--- config.mk ---
export PLATFORM = sky130hd
export DESIGN_NAME = gate_sweep_ctrl_flat
export DESIGN_NICKNAME = d
export VERILOG_FILES = /design/src/rtl/gate_sweep_pkg.sv /design/src/rtl/gate_sweep_ctrl_if.sv /design/src/rtl/gate_dwell_timer.sv /design/src/rtl/gate_sweep_ctrl.sv /design/src/flat_wrapper.sv
export SDC_FILE = /design/constraint.sdc
export NUM_CORES = 1
export LEC_CHECK = 0
export ABC_AREA = 1
export BUFFER_PORTS_ARGS = -buffer_cell sky130_fd_sc_hd__buf_4
export CAP_MARGIN = 15
export CELL_PAD_IN_SITES_DETAIL_PLACEMENT = 1
export CELL_PAD_IN_SITES_GLOBAL_PLACEMENT = 1
export CORE_ASPECT_RATIO = 1.5
export CORE_MARGIN = 2
export CORE_UTILIZATION = 36
export DETAILED_ROUTE_END_ITERATION = 6
export PLACE_DENSITY = 0.77
export SYNTH_ARGS = -nofsm -noshare
export SYNTH_HDL_FRONTEND = slang
export SYNTH_SLANG_ARGS = --single-unit
--- constraint.sdc ---
create_clock -name clk -period 1.3 [get_ports clk]
set_input_delay 0.065 -clock clk [delete_from_list [all_inputs] [get_ports clk]]
set_output_delay 0.065 -clock clk [all_outputs]
set_load 0.02 [all_outputs]
--- src/rtl/gate_sweep_pkg.sv ---
// gate_sweep_pkg
// Shared definitions for the gate sweep sequencer:
//   - state_t : FSM state encoding (IDLE, APPLY, DONE)
//   - TT_*    : expected truth tables for common two-input gates;
//               bit i is the expected output for input vector i = {a,b}.
package gate_sweep_pkg;

  typedef enum logic [1:0] {
    IDLE  = 2'd0,
    APPLY = 2'd1,
    DONE  = 2'd2
  } state_t;

  localparam logic [3:0] TT_OR  = 4'b1110;
  localparam logic [3:0] TT_AND = 4'b1000;
  localparam logic [3:0] TT_XOR = 4'b0110;
  localparam logic [3:0] TT_NOR = 4'b0001;

endpackage

--- src/rtl/gate_sweep_ctrl_if.sv ---
// gate_sweep_ctrl_if
// Bundles the sequencer's control/status and gate-under-test signals.
//   start     : begin a sweep (from board control)
//   a, b      : gate inputs driven by the sequencer
//   c         : gate output under test
//   busy      : sweep in progress
//   done      : one-cycle completion pulse
//   pass      : last sweep had no mismatches
//   err_mask  : per-vector mismatch flags of the last sweep
//   vec_idx   : index of the vector currently applied
//   fail_cnt  : saturating count of failed sweeps (only with GATE_SWEEP_FAILCNT_EN)
// Modports: master = sequencer, slave = board control plus gate.
interface gate_sweep_ctrl_if;

  logic       start;
  logic       a;
  logic       b;
  logic       c;
  logic       busy;
  logic       done;
  logic       pass;
  logic [3:0] err_mask;
  logic [1:0] vec_idx;
`ifdef GATE_SWEEP_FAILCNT_EN
  logic [7:0] fail_cnt;

  modport master (
    input  start, c,
    output a, b, busy, done, pass, err_mask, vec_idx, fail_cnt
  );

  modport slave (
    output start, c,
    input  a, b, busy, done, pass, err_mask, vec_idx, fail_cnt
  );
`else
  modport master (
    input  start, c,
    output a, b, busy, done, pass, err_mask, vec_idx
  );

  modport slave (
    output start, c,
    input  a, b, busy, done, pass, err_mask, vec_idx
  );
`endif

endinterface

--- src/rtl/gate_dwell_timer.sv ---
// gate_dwell_timer
// 8-bit dwell counter. Counts while en is high, wraps to 0 after reaching
// DWELL-1, and is forced to 0 by clr or rst.
//   clk : clock
//   rst : synchronous active-high reset
//   en  : count enable
//   clr : synchronous clear (dominates en)
//   tc  : terminal count, high while the count equals DWELL-1
module gate_dwell_timer #(
  parameter int unsigned DWELL = 4
) (
  input  logic clk,
  input  logic rst,
  input  logic en,
  input  logic clr,
  output logic tc
);

  localparam logic [7:0] TC_VAL = 8'(DWELL - 1);

  logic [7:0] cnt;

  // NOTE: sequential state uses non-blocking assignments so every flop
  // samples the pre-edge values and updates together.
  always_ff @(posedge clk) begin
    if (rst || clr) begin
      cnt <= '0;
    end else if (en) begin
      cnt <= tc ? 8'd0 : cnt + 8'd1;
    end
  end

  assign tc = (cnt == TC_VAL);

endmodule

--- src/rtl/gate_sweep_ctrl.sv ---
// gate_sweep_ctrl
// Drives a two-input gate through vectors 00,01,10,11, holds each for DWELL
// cycles, samples the gate output on the last dwell cycle and compares it
// with TRUTH. Reports per-vector mismatches (err_mask) and an overall pass.
// Parameters:
//   DWELL : cycles each vector is held (2..255)
//   TRUTH : expected output table, bit i for vector i = {a,b}
// Ports:
//   clk  : clock, rising edge
//   rst  : synchronous active-high reset
//   bus  : gate_sweep_ctrl_if.master (start, a, b, c, busy, done, pass,
//          err_mask, vec_idx, and fail_cnt when enabled)
// Build option: define GATE_SWEEP_FAILCNT_EN to add the saturating
// fail_cnt output counting sweeps that ended with a non-zero err_mask.
module gate_sweep_ctrl
  import gate_sweep_pkg::*;
#(
  parameter int unsigned DWELL = 4,
  parameter logic [3:0]  TRUTH = TT_OR
) (
  input  logic               clk,
  input  logic               rst,
  gate_sweep_ctrl_if.master  bus
);

  state_t     state;
  logic       tc;
  logic       a_q;
  logic       b_q;
  logic       busy_q;
  logic       done_q;
  logic       pass_q;
  logic [3:0] err_q;
  logic [1:0] vec_q;

  // Timer runs only in APPLY; holding it cleared elsewhere guarantees every
  // sweep starts from a zero count.
  gate_dwell_timer #(.DWELL(DWELL)) u_timer (
    .clk (clk),
    .rst (rst),
    .en  (state == APPLY),
    .clr (state != APPLY),
    .tc  (tc)
  );

  always_ff @(posedge clk) begin
    if (rst) begin
      state  <= IDLE;
      a_q    <= 1'b0;
      b_q    <= 1'b0;
      busy_q <= 1'b0;
      done_q <= 1'b0;
      pass_q <= 1'b0;
      err_q  <= '0;
      vec_q  <= '0;
    end else begin
      done_q <= 1'b0;
      case (state)
        IDLE: begin
          if (bus.start) begin
            err_q        <= '0;
            pass_q       <= 1'b0;
            vec_q        <= 2'd0;
            {a_q, b_q}   <= 2'b00;
            busy_q       <= 1'b1;
            state        <= APPLY;
          end
        end
        APPLY: begin
          if (tc) begin
            // c is sampled only here, so the gate may settle for up to
            // DWELL-1 cycles after the vector changes.
            err_q[vec_q] <= (bus.c != TRUTH[vec_q]);
            if (vec_q == 2'd3) begin
              {a_q, b_q} <= 2'b00;
              busy_q     <= 1'b0;
              state      <= DONE;
            end else begin
              vec_q      <= vec_q + 2'd1;
              {a_q, b_q} <= vec_q + 2'd1;
            end
          end
        end
        DONE: begin
          // err_q already holds the last vector's result at this point.
          done_q <= 1'b1;
          pass_q <= (err_q == 4'd0);
          state  <= IDLE;
        end
        default: state <= IDLE;
      endcase
    end
  end

  assign bus.a        = a_q;
  assign bus.b        = b_q;
  assign bus.busy     = busy_q;
  assign bus.done     = done_q;
  assign bus.pass     = pass_q;
  assign bus.err_mask = err_q;
  assign bus.vec_idx  = vec_q;

`ifdef GATE_SWEEP_FAILCNT_EN
  logic [7:0] fail_q;

  always_ff @(posedge clk) begin
    if (rst) begin
      fail_q <= '0;
    end else if (state == DONE && err_q != 4'd0 && fail_q != 8'hFF) begin
      fail_q <= fail_q + 8'd1;
    end
  end

  assign bus.fail_cnt = fail_q;
`endif

endmodule

--- src/flat_wrapper.sv ---
// flat-port wrapper written by rule: the top's interface ports become plain ports
module gate_sweep_ctrl_flat import gate_sweep_pkg::*;
#(
  parameter int unsigned DWELL = 4,
  parameter logic [3:0]  TRUTH = TT_OR
)
  (clk, rst, bus_start, bus_c, bus_a, bus_b, bus_busy, bus_done, bus_pass, bus_err_mask, bus_vec_idx);
  gate_sweep_ctrl_if bus_i ();
  input  logic clk;
  input  logic rst;
  input wire logic [$bits(bus_i.start)-1:0] bus_start;
  input wire logic [$bits(bus_i.c)-1:0] bus_c;
  output wire logic [$bits(bus_i.a)-1:0] bus_a;
  output wire logic [$bits(bus_i.b)-1:0] bus_b;
  output wire logic [$bits(bus_i.busy)-1:0] bus_busy;
  output wire logic [$bits(bus_i.done)-1:0] bus_done;
  output wire logic [$bits(bus_i.pass)-1:0] bus_pass;
  output wire logic [$bits(bus_i.err_mask)-1:0] bus_err_mask;
  output wire logic [$bits(bus_i.vec_idx)-1:0] bus_vec_idx;
  assign bus_i.start = bus_start;
  assign bus_i.c = bus_c;
  assign bus_a = bus_i.a;
  assign bus_b = bus_i.b;
  assign bus_busy = bus_i.busy;
  assign bus_done = bus_i.done;
  assign bus_pass = bus_i.pass;
  assign bus_err_mask = bus_i.err_mask;
  assign bus_vec_idx = bus_i.vec_idx;
  gate_sweep_ctrl #(.DWELL(DWELL), .TRUTH(TRUTH)) u_core (.clk(clk), .rst(rst), .bus(bus_i));
endmodule
# After elaboration in Yosys (flattened, before gate mapping)
# Index checks and enable logic that the tools add are counted.
# word_totals
word_cells	64
input_bits	4
regBits	21
memories	0
latch_bits	0
romBits	0
ramBits	0
# classes
order_cmp	2
mul	0
shifts	0
muxes	30
n_eq_ne	10
n_bitwise	0
addsub	2
n_div	0
reduce_logical	11
# op_table
op	n
2-bit two-way mux	6
1-bit two-way mux	11
8-bit by 1-bit adder with 8-bit output (second input constant)	1
8-bit by 2-bit equality test with 1-bit output (second input constant)	1
4-bit two-way mux	2
8-bit two-way mux	1
1-bit case mux with 2 select lines	4
2-bit case mux with 2 select lines	2
4-bit case mux with 2 select lines	1
4-bit AND reduction	2
2-bit by 1-bit inequality test with 1-bit output (second input constant)	3
3-bit AND reduction	2
4-bit bitwise mux	1
2-bit equality test (second input constant)	2
4-bit logical NOT	1
2-bit inequality test (second input constant)	2
2-bit nonzero test	2
2-bit by 3-bit less-than comparator with 1-bit output (second input constant)	1
2-bit by 1-bit adder with 2-bit output (second input constant)	1
1-bit binary-select mux with 2-bit select	1
1-bit demux with 2-bit select	1
2-bit by 1-bit equality test with 1-bit output (second input constant)	1
2-bit by 1-bit greater-or-equal comparator with 1-bit output (second input constant)	1
2-bit logical NOT	1
other kinds (4)	4

# Depth between registers and ports, before layout
# logic_depth
ltp_word	7
ltp_mapped	9

# Modules after synthesis
# From an unflattened synthesis, not the netlist that was laid out.
# unflattened
cells_unflattened	159
area_unflattened_um2	1143.6
# modules_own_cells
mod	area_each_um2	instances	cells_each	seq_area_each_um2
gate_sweep_ctrl	718.2	1	96	260.2
gate_dwell_timer	425.4	1	63	160.2

# Least setup slack after synthesis
# Ideal clock, no wire load.
# synth_path
path_type	reg-to-reg
startpoint	register u_core.vec_q[0], in the netlist u_core.bus.vec_idx[0]
endpoint	register u_core.err_q[1], in the netlist u_core.bus.err_mask[1]
arrival_time_ps	1368
required_ps	1191
path_stages_with_launch	9
path_buffers	0
setup_ps	109
setup_slack_ps	-177
cell_sequence	dfxtp_1 inv_1 ha_1 ha_1 nand2_1 nand2_1 nand2_1 nand2_1 inv_1
# synth_between
elab_chain_len	7
word_cells_on_any_way	11
classes_between	2 x order compare; 1 x eq/ne; 7 x mux; 1 x reduce/logical
# synth_rtl
item	line	source
start: declaration	gate_sweep_ctrl.sv:34	logic [1:0] vec_q;
start signal: assignment	gate_sweep_ctrl.sv:79	vec_q <= vec_q + 2'd1;
2-bit by 3-bit less-than comparator with 1-bit output (not written as such) / 2-bit by 1-bit greater-or-equal comparator with 1-bit output (equally long branches)	gate_sweep_ctrl.sv:73	err_q[vec_q] <= (bus.c != TRUTH[vec_q]);
1-bit logical AND (not written as such)	gate_sweep_ctrl.sv:73	
1-bit two-way mux (not written as such)	gate_sweep_ctrl.sv:73	
1-bit demux with 2-bit select	n/a	
4-bit bitwise mux (*)	gate_sweep_ctrl.sv:73	
4-bit two-way mux (*)	gate_sweep_ctrl.sv:70	if (tc) begin
4-bit case mux with 2 select lines (*)	gate_sweep_ctrl.sv:58	case (state)
end signal: indexed assignment	gate_sweep_ctrl.sv:73	
end: declaration	gate_sweep_ctrl.sv:33	logic [3:0] err_q;
# Every way passes the cells marked *; elsewhere a longest branch is shown, timed or not. The select of a mux whose other input is x is not followed.
# A chain may end at the register's enable or synchronous reset.

# Final worst setup path
# layout_path
startpoint	register u_core.u_timer.cnt[0]
endpoint	register u_core.err_q[3], in the netlist u_core.bus.err_mask[3]
# layout_between
elab_chain_len	3
# layout_rtl
item	line	source
start: declaration	gate_dwell_timer.sv:21	logic [7:0] cnt;
start signal: assignment	gate_dwell_timer.sv:29	cnt <= tc ? 8'd0 : cnt + 8'd1;
8-bit by 2-bit equality test with 1-bit output	gate_dwell_timer.sv:33	assign tc = (cnt == TC_VAL);
2-bit by 1-bit inequality test with 1-bit output (no source line)	n/a	
3-bit AND reduction (no source line)	n/a	
# Every way passes these cells.

==> results.ini <==
[critical_path]
critical-path-top-delay-family = simple AND/OR/NAND/NOR gates
critical-path-top-cell-by-count = sky130_fd_sc_hd__nand2_1
setup.reg_to_reg.worst_slack_ns = 0.06
crit-reg2reg-capture = u_core.bus.err_mask[3]$_SDFFE_PP0P_
logic_depth_of_the_worst_path_buffers_included = 8
timing.critical_path.slowest_cell_delay_ns = 0.36
worstPathMaxFanout = 8
critical_path_arrival_ns = 1.40
worst_r2r_startpoint = u_core.u_timer.cnt[0]$_SDFFE_PP0P_
path_cells = ha_4 -> inv_2 -> nor2_4 -> nand3_4 -> nand2_4 -> nand2_1 -> nand3_1 -> nand2_1
critical_path.endpoint = u_core.bus.err_mask[3]$_SDFFE_PP0P_
critPathSlowestCell = sky130_fd_sc_hd__dfxtp_2
path_class = reg2reg
critPathCaptureType = flop
critical_path_startpoint = u_core.u_timer.cnt[0]$_SDFFE_PP0P_
critical_path_buf_inv_count = 1
worstPathRequired_ns = 1.46
ff2ff_path_depth = 8
critical_path_start_type = flop

[logic_synthesis]
synth-compound-area-share_pct = 5.26
largest_family_of_logic_cells_by_synthesized_area = simple AND/OR/NAND/NOR gates
synthFlopType = sky130_fd_sc_hd__dfxtp_1
synth-seq-cells = 21
synth_adder_area_share_pct = 7.17
post_synth_inst_count = 142
synth_enable_flop_cells = 0
simple_gate_share_of_the_synthesized_area_pct = 37.5
syn_nets = 152
synth-async-reset-ratio_pct = 0
yosys.cell_types.count = 21
synthesis.yosys.warnings = 0
synthesis.area_mm2 = 0.00105
synth.yosys.seq_area_share_pct = 40.1
syn_area_per_cell_um2 = 7.38
synthMuxAreaShare_pct = 0
yosys.area_share.xor_xnor_pct = 1.67

[cts]
clock_h_tree_levels = 1
path_clk_slew_ns = 0.08
cell_at_the_root_of_the_clock_tree = sky130_fd_sc_hd__clkbuf_8
tritoncts_buffers = 3
cts_tree = done
worstSkewPairLatency_ns = 0.26
clk_path_buf_depth = 2
clock-sinks = 21

[timing]
fin_skew_ns = 0.00581
finalHoldViolCount = 0
achievable-frequency_ghz = 0.806
slew_violations = 0
max_slew.worst_pin.slew_ns = 0.281
period_minus_slack_ns = 1.24
setup_failing_eps_final = 0
slew_limit_headroom_pct = 81.3
timing.final.crit_share_pct = 95.4
tns_ns = 0

[global_route]
grt_first_pass_wirelength_mm = 4.53
globalRoute.totalOverflow = 0
global_router_s_overall_resource_usage_pct = 18.3
grt_pass1_vias = 1060
grt_max_degree = 12
initial_antenna_violation_count = 0

[floorplanning]
floorplan_row_count = 24
initial_core_util_pct = 36.7
chipWidth_um = 48.0
ioPinCount = 15
core_area_mm2 = 0.00285
design.die.area_mm2 = 0.00337
floorplan_die_height_um = 70.1

[route]
detail-route-antenna-nets = 0
dr.pass1.iters = 3
drt_wl_total_mm = 2.74
via_count = 977
route.detailed.drc = 0
avgRoutedWirePerCell_um = 13.2
drt_iter0_drc = 5
route.detailed.vias_per_inst = 4.72

[power_and_ir_drop]
overall_power_after_layout_uw = 1490
power.leakage_uw = 0.000631
peakVddDrop_mv = 0.624
power-per-cell-area_mw_per_mm2 = 1080

[place]
port_buffers = 14
finalWeightedCongestion = 0.841
detailed_place_hpwl_mm = 1.99
post_dp_cell_area_mm2 = 0.00122

[layout]
nNetsFinal = 179
final_area_mm2 = 0.00138
layout-drive-gt1-share_pct = 35.7
area.growth.synth_to_final_pct = 32.1
insertedDiodeCount = 0

[run]
max_cap_violations = 0

[worst_hold_path]
worst_hold_start = rst
worst_hold_path_type = in2reg

[run_status]
outcome = finished, final reports clean

==> cells in the mapped netlist, types with 3 or more instances <==
cell type                  n  area (µm²)
sky130_fd_sc_hd__nand2_1  34         128
sky130_fd_sc_hd__dfxtp_1  21         420
sky130_fd_sc_hd__inv_1    20        75.1
sky130_fd_sc_hd__nor2_1   16        60.1
sky130_fd_sc_hd__nand3_1   9        45.0
sky130_fd_sc_hd__ha_1      6        75.1
sky130_fd_sc_hd__nor3_1    6        30.0
sky130_fd_sc_hd__a21oi_1   5        25.0
sky130_fd_sc_hd__nand2_2   4        25.0
sky130_fd_sc_hd__inv_2     3        11.3
sky130_fd_sc_hd__nand2_4   3        33.8
sky130_fd_sc_hd__o21ai_0   3        15.0
==> stage by stage <==
stage,setup WS [ns],utilization (%),cells,hold WS [ns]
floorplan,0.0149,-,142,0.134
global placement,0.0266,42.8,197,0.298
detailed placement,-0.0515,42.8,197,0.296
CTS,-0.00131,45.9,203,0.0262
global route,-0.0274,48.5,207,0.0400
finish,0.0598,48.5,207,0.0310
==> state kept, by name, indices dropped and copies added (netlist names) <==
name	flops
u_core.u_timer.cnt	8
u_core.bus.a	1
u_core.bus.busy	1
u_core.bus.vec_idx	2
u_core.bus.err_mask	4
u_core.bus.b	1
u_core.bus.pass	1
u_core.state	2
u_core.bus.done	1
==> what timing repair did <==
action / 4_1_cts / 5_1_grt
pin swaps: 0 / 5
gates resized for setup: 5 / 16
endpoints found under the hold margin: 0 / 0
endpoints found under the setup margin: 5 / 14
hold buffers: 0 / 0
setup buffers: 2 / 4
==> metal layers <==
metal	share of wire [%]	GRT usage, %	up-vias
li1	-	-	496
met1	38	20.4	467
met2	59	32.7	9
met3	1.4	2.58	5
met4	1.9	6.31	0
met5	0	0	-
==> cells in the final DEF, fill, tap and decap left out, types with 2 or more instances in the layout <==
master                     synthesis  layout
sky130_fd_sc_hd__nor2_4            2       2
sky130_fd_sc_hd__buf_4             0      22
sky130_fd_sc_hd__nand2_4           3       4
sky130_fd_sc_hd__clkbuf_8          0       3
sky130_fd_sc_hd__nor3_1            6       6
sky130_fd_sc_hd__nand2_1          34      31
sky130_fd_sc_hd__dfxtp_2           0       4
sky130_fd_sc_hd__nand3_2           0       2
sky130_fd_sc_hd__inv_1            20      15
sky130_fd_sc_hd__a21oi_1           5       4
sky130_fd_sc_hd__inv_4             0       2
sky130_fd_sc_hd__o21ai_0           3       3
sky130_fd_sc_hd__xor2_1            2       2
sky130_fd_sc_hd__inv_2             3       6
sky130_fd_sc_hd__ha_1              6       3
sky130_fd_sc_hd__nand2_2           4       6
sky130_fd_sc_hd__dfxtp_1          21      16
sky130_fd_sc_hd__nor2_1           16      16
sky130_fd_sc_hd__nand4_1           2       2
sky130_fd_sc_hd__ha_4              0       3
sky130_fd_sc_hd__nand3_1           9       7
==> power breakdown <==
group | internal, µW | leakage, µW | switching [µW]
registers | 676 | 0.000173 | 27.1
logic | 143 | 0.000435 | 221
clock network | 218 | 0.0000228 | 207
==> worst register-to-register path: stages, from the launching register on <==
cell	delay [ns]
sky130_fd_sc_hd__dfxtp_2	0.36
sky130_fd_sc_hd__ha_4	0.15
sky130_fd_sc_hd__inv_2	0.05
sky130_fd_sc_hd__nor2_4	0.14
sky130_fd_sc_hd__nand3_4	0.12
sky130_fd_sc_hd__nand2_4	0.14
sky130_fd_sc_hd__nand2_1	0.07
sky130_fd_sc_hd__nand3_1	0.07
sky130_fd_sc_hd__nand2_1	0.05
==> final cells by class <==
type                            count  area (µm²)
Fill cell                         371        1470
Multi-Input combinational cell     98         604
Sequential cell                    21         429
Timing Repair Buffer               22         165
Inverter                           23        91.3
Tap cell                           39        48.8
Clock buffer                        4        45.0
==> cells by family (layout without fill, tap and decap cells) <==
kind of cell / count (synthesis) / in the layout
xor+xnor: 2 / 2
compound gates: 10 / 10
buf+inv: 23 / 49
flops: 21 / 21
fa+ha+maj: 6 / 6
simple gates: 80 / 80
==> how the worst min path moves through the flow <==
stage                                        end  cells after the start
floorplan           u_core.bus.pass$_SDFFE_PP0P_                      1
detailed placement  u_core.bus.pass$_SDFFE_PP0P_                      2
global placement    u_core.bus.pass$_SDFFE_PP0P_                      2
finish              u_core.bus.pass$_SDFFE_PP0P_                      2
global route        u_core.bus.pass$_SDFFE_PP0P_                      2
CTS                 u_core.bus.pass$_SDFFE_PP0P_                      2
Power figures use the tool's default switching activity.
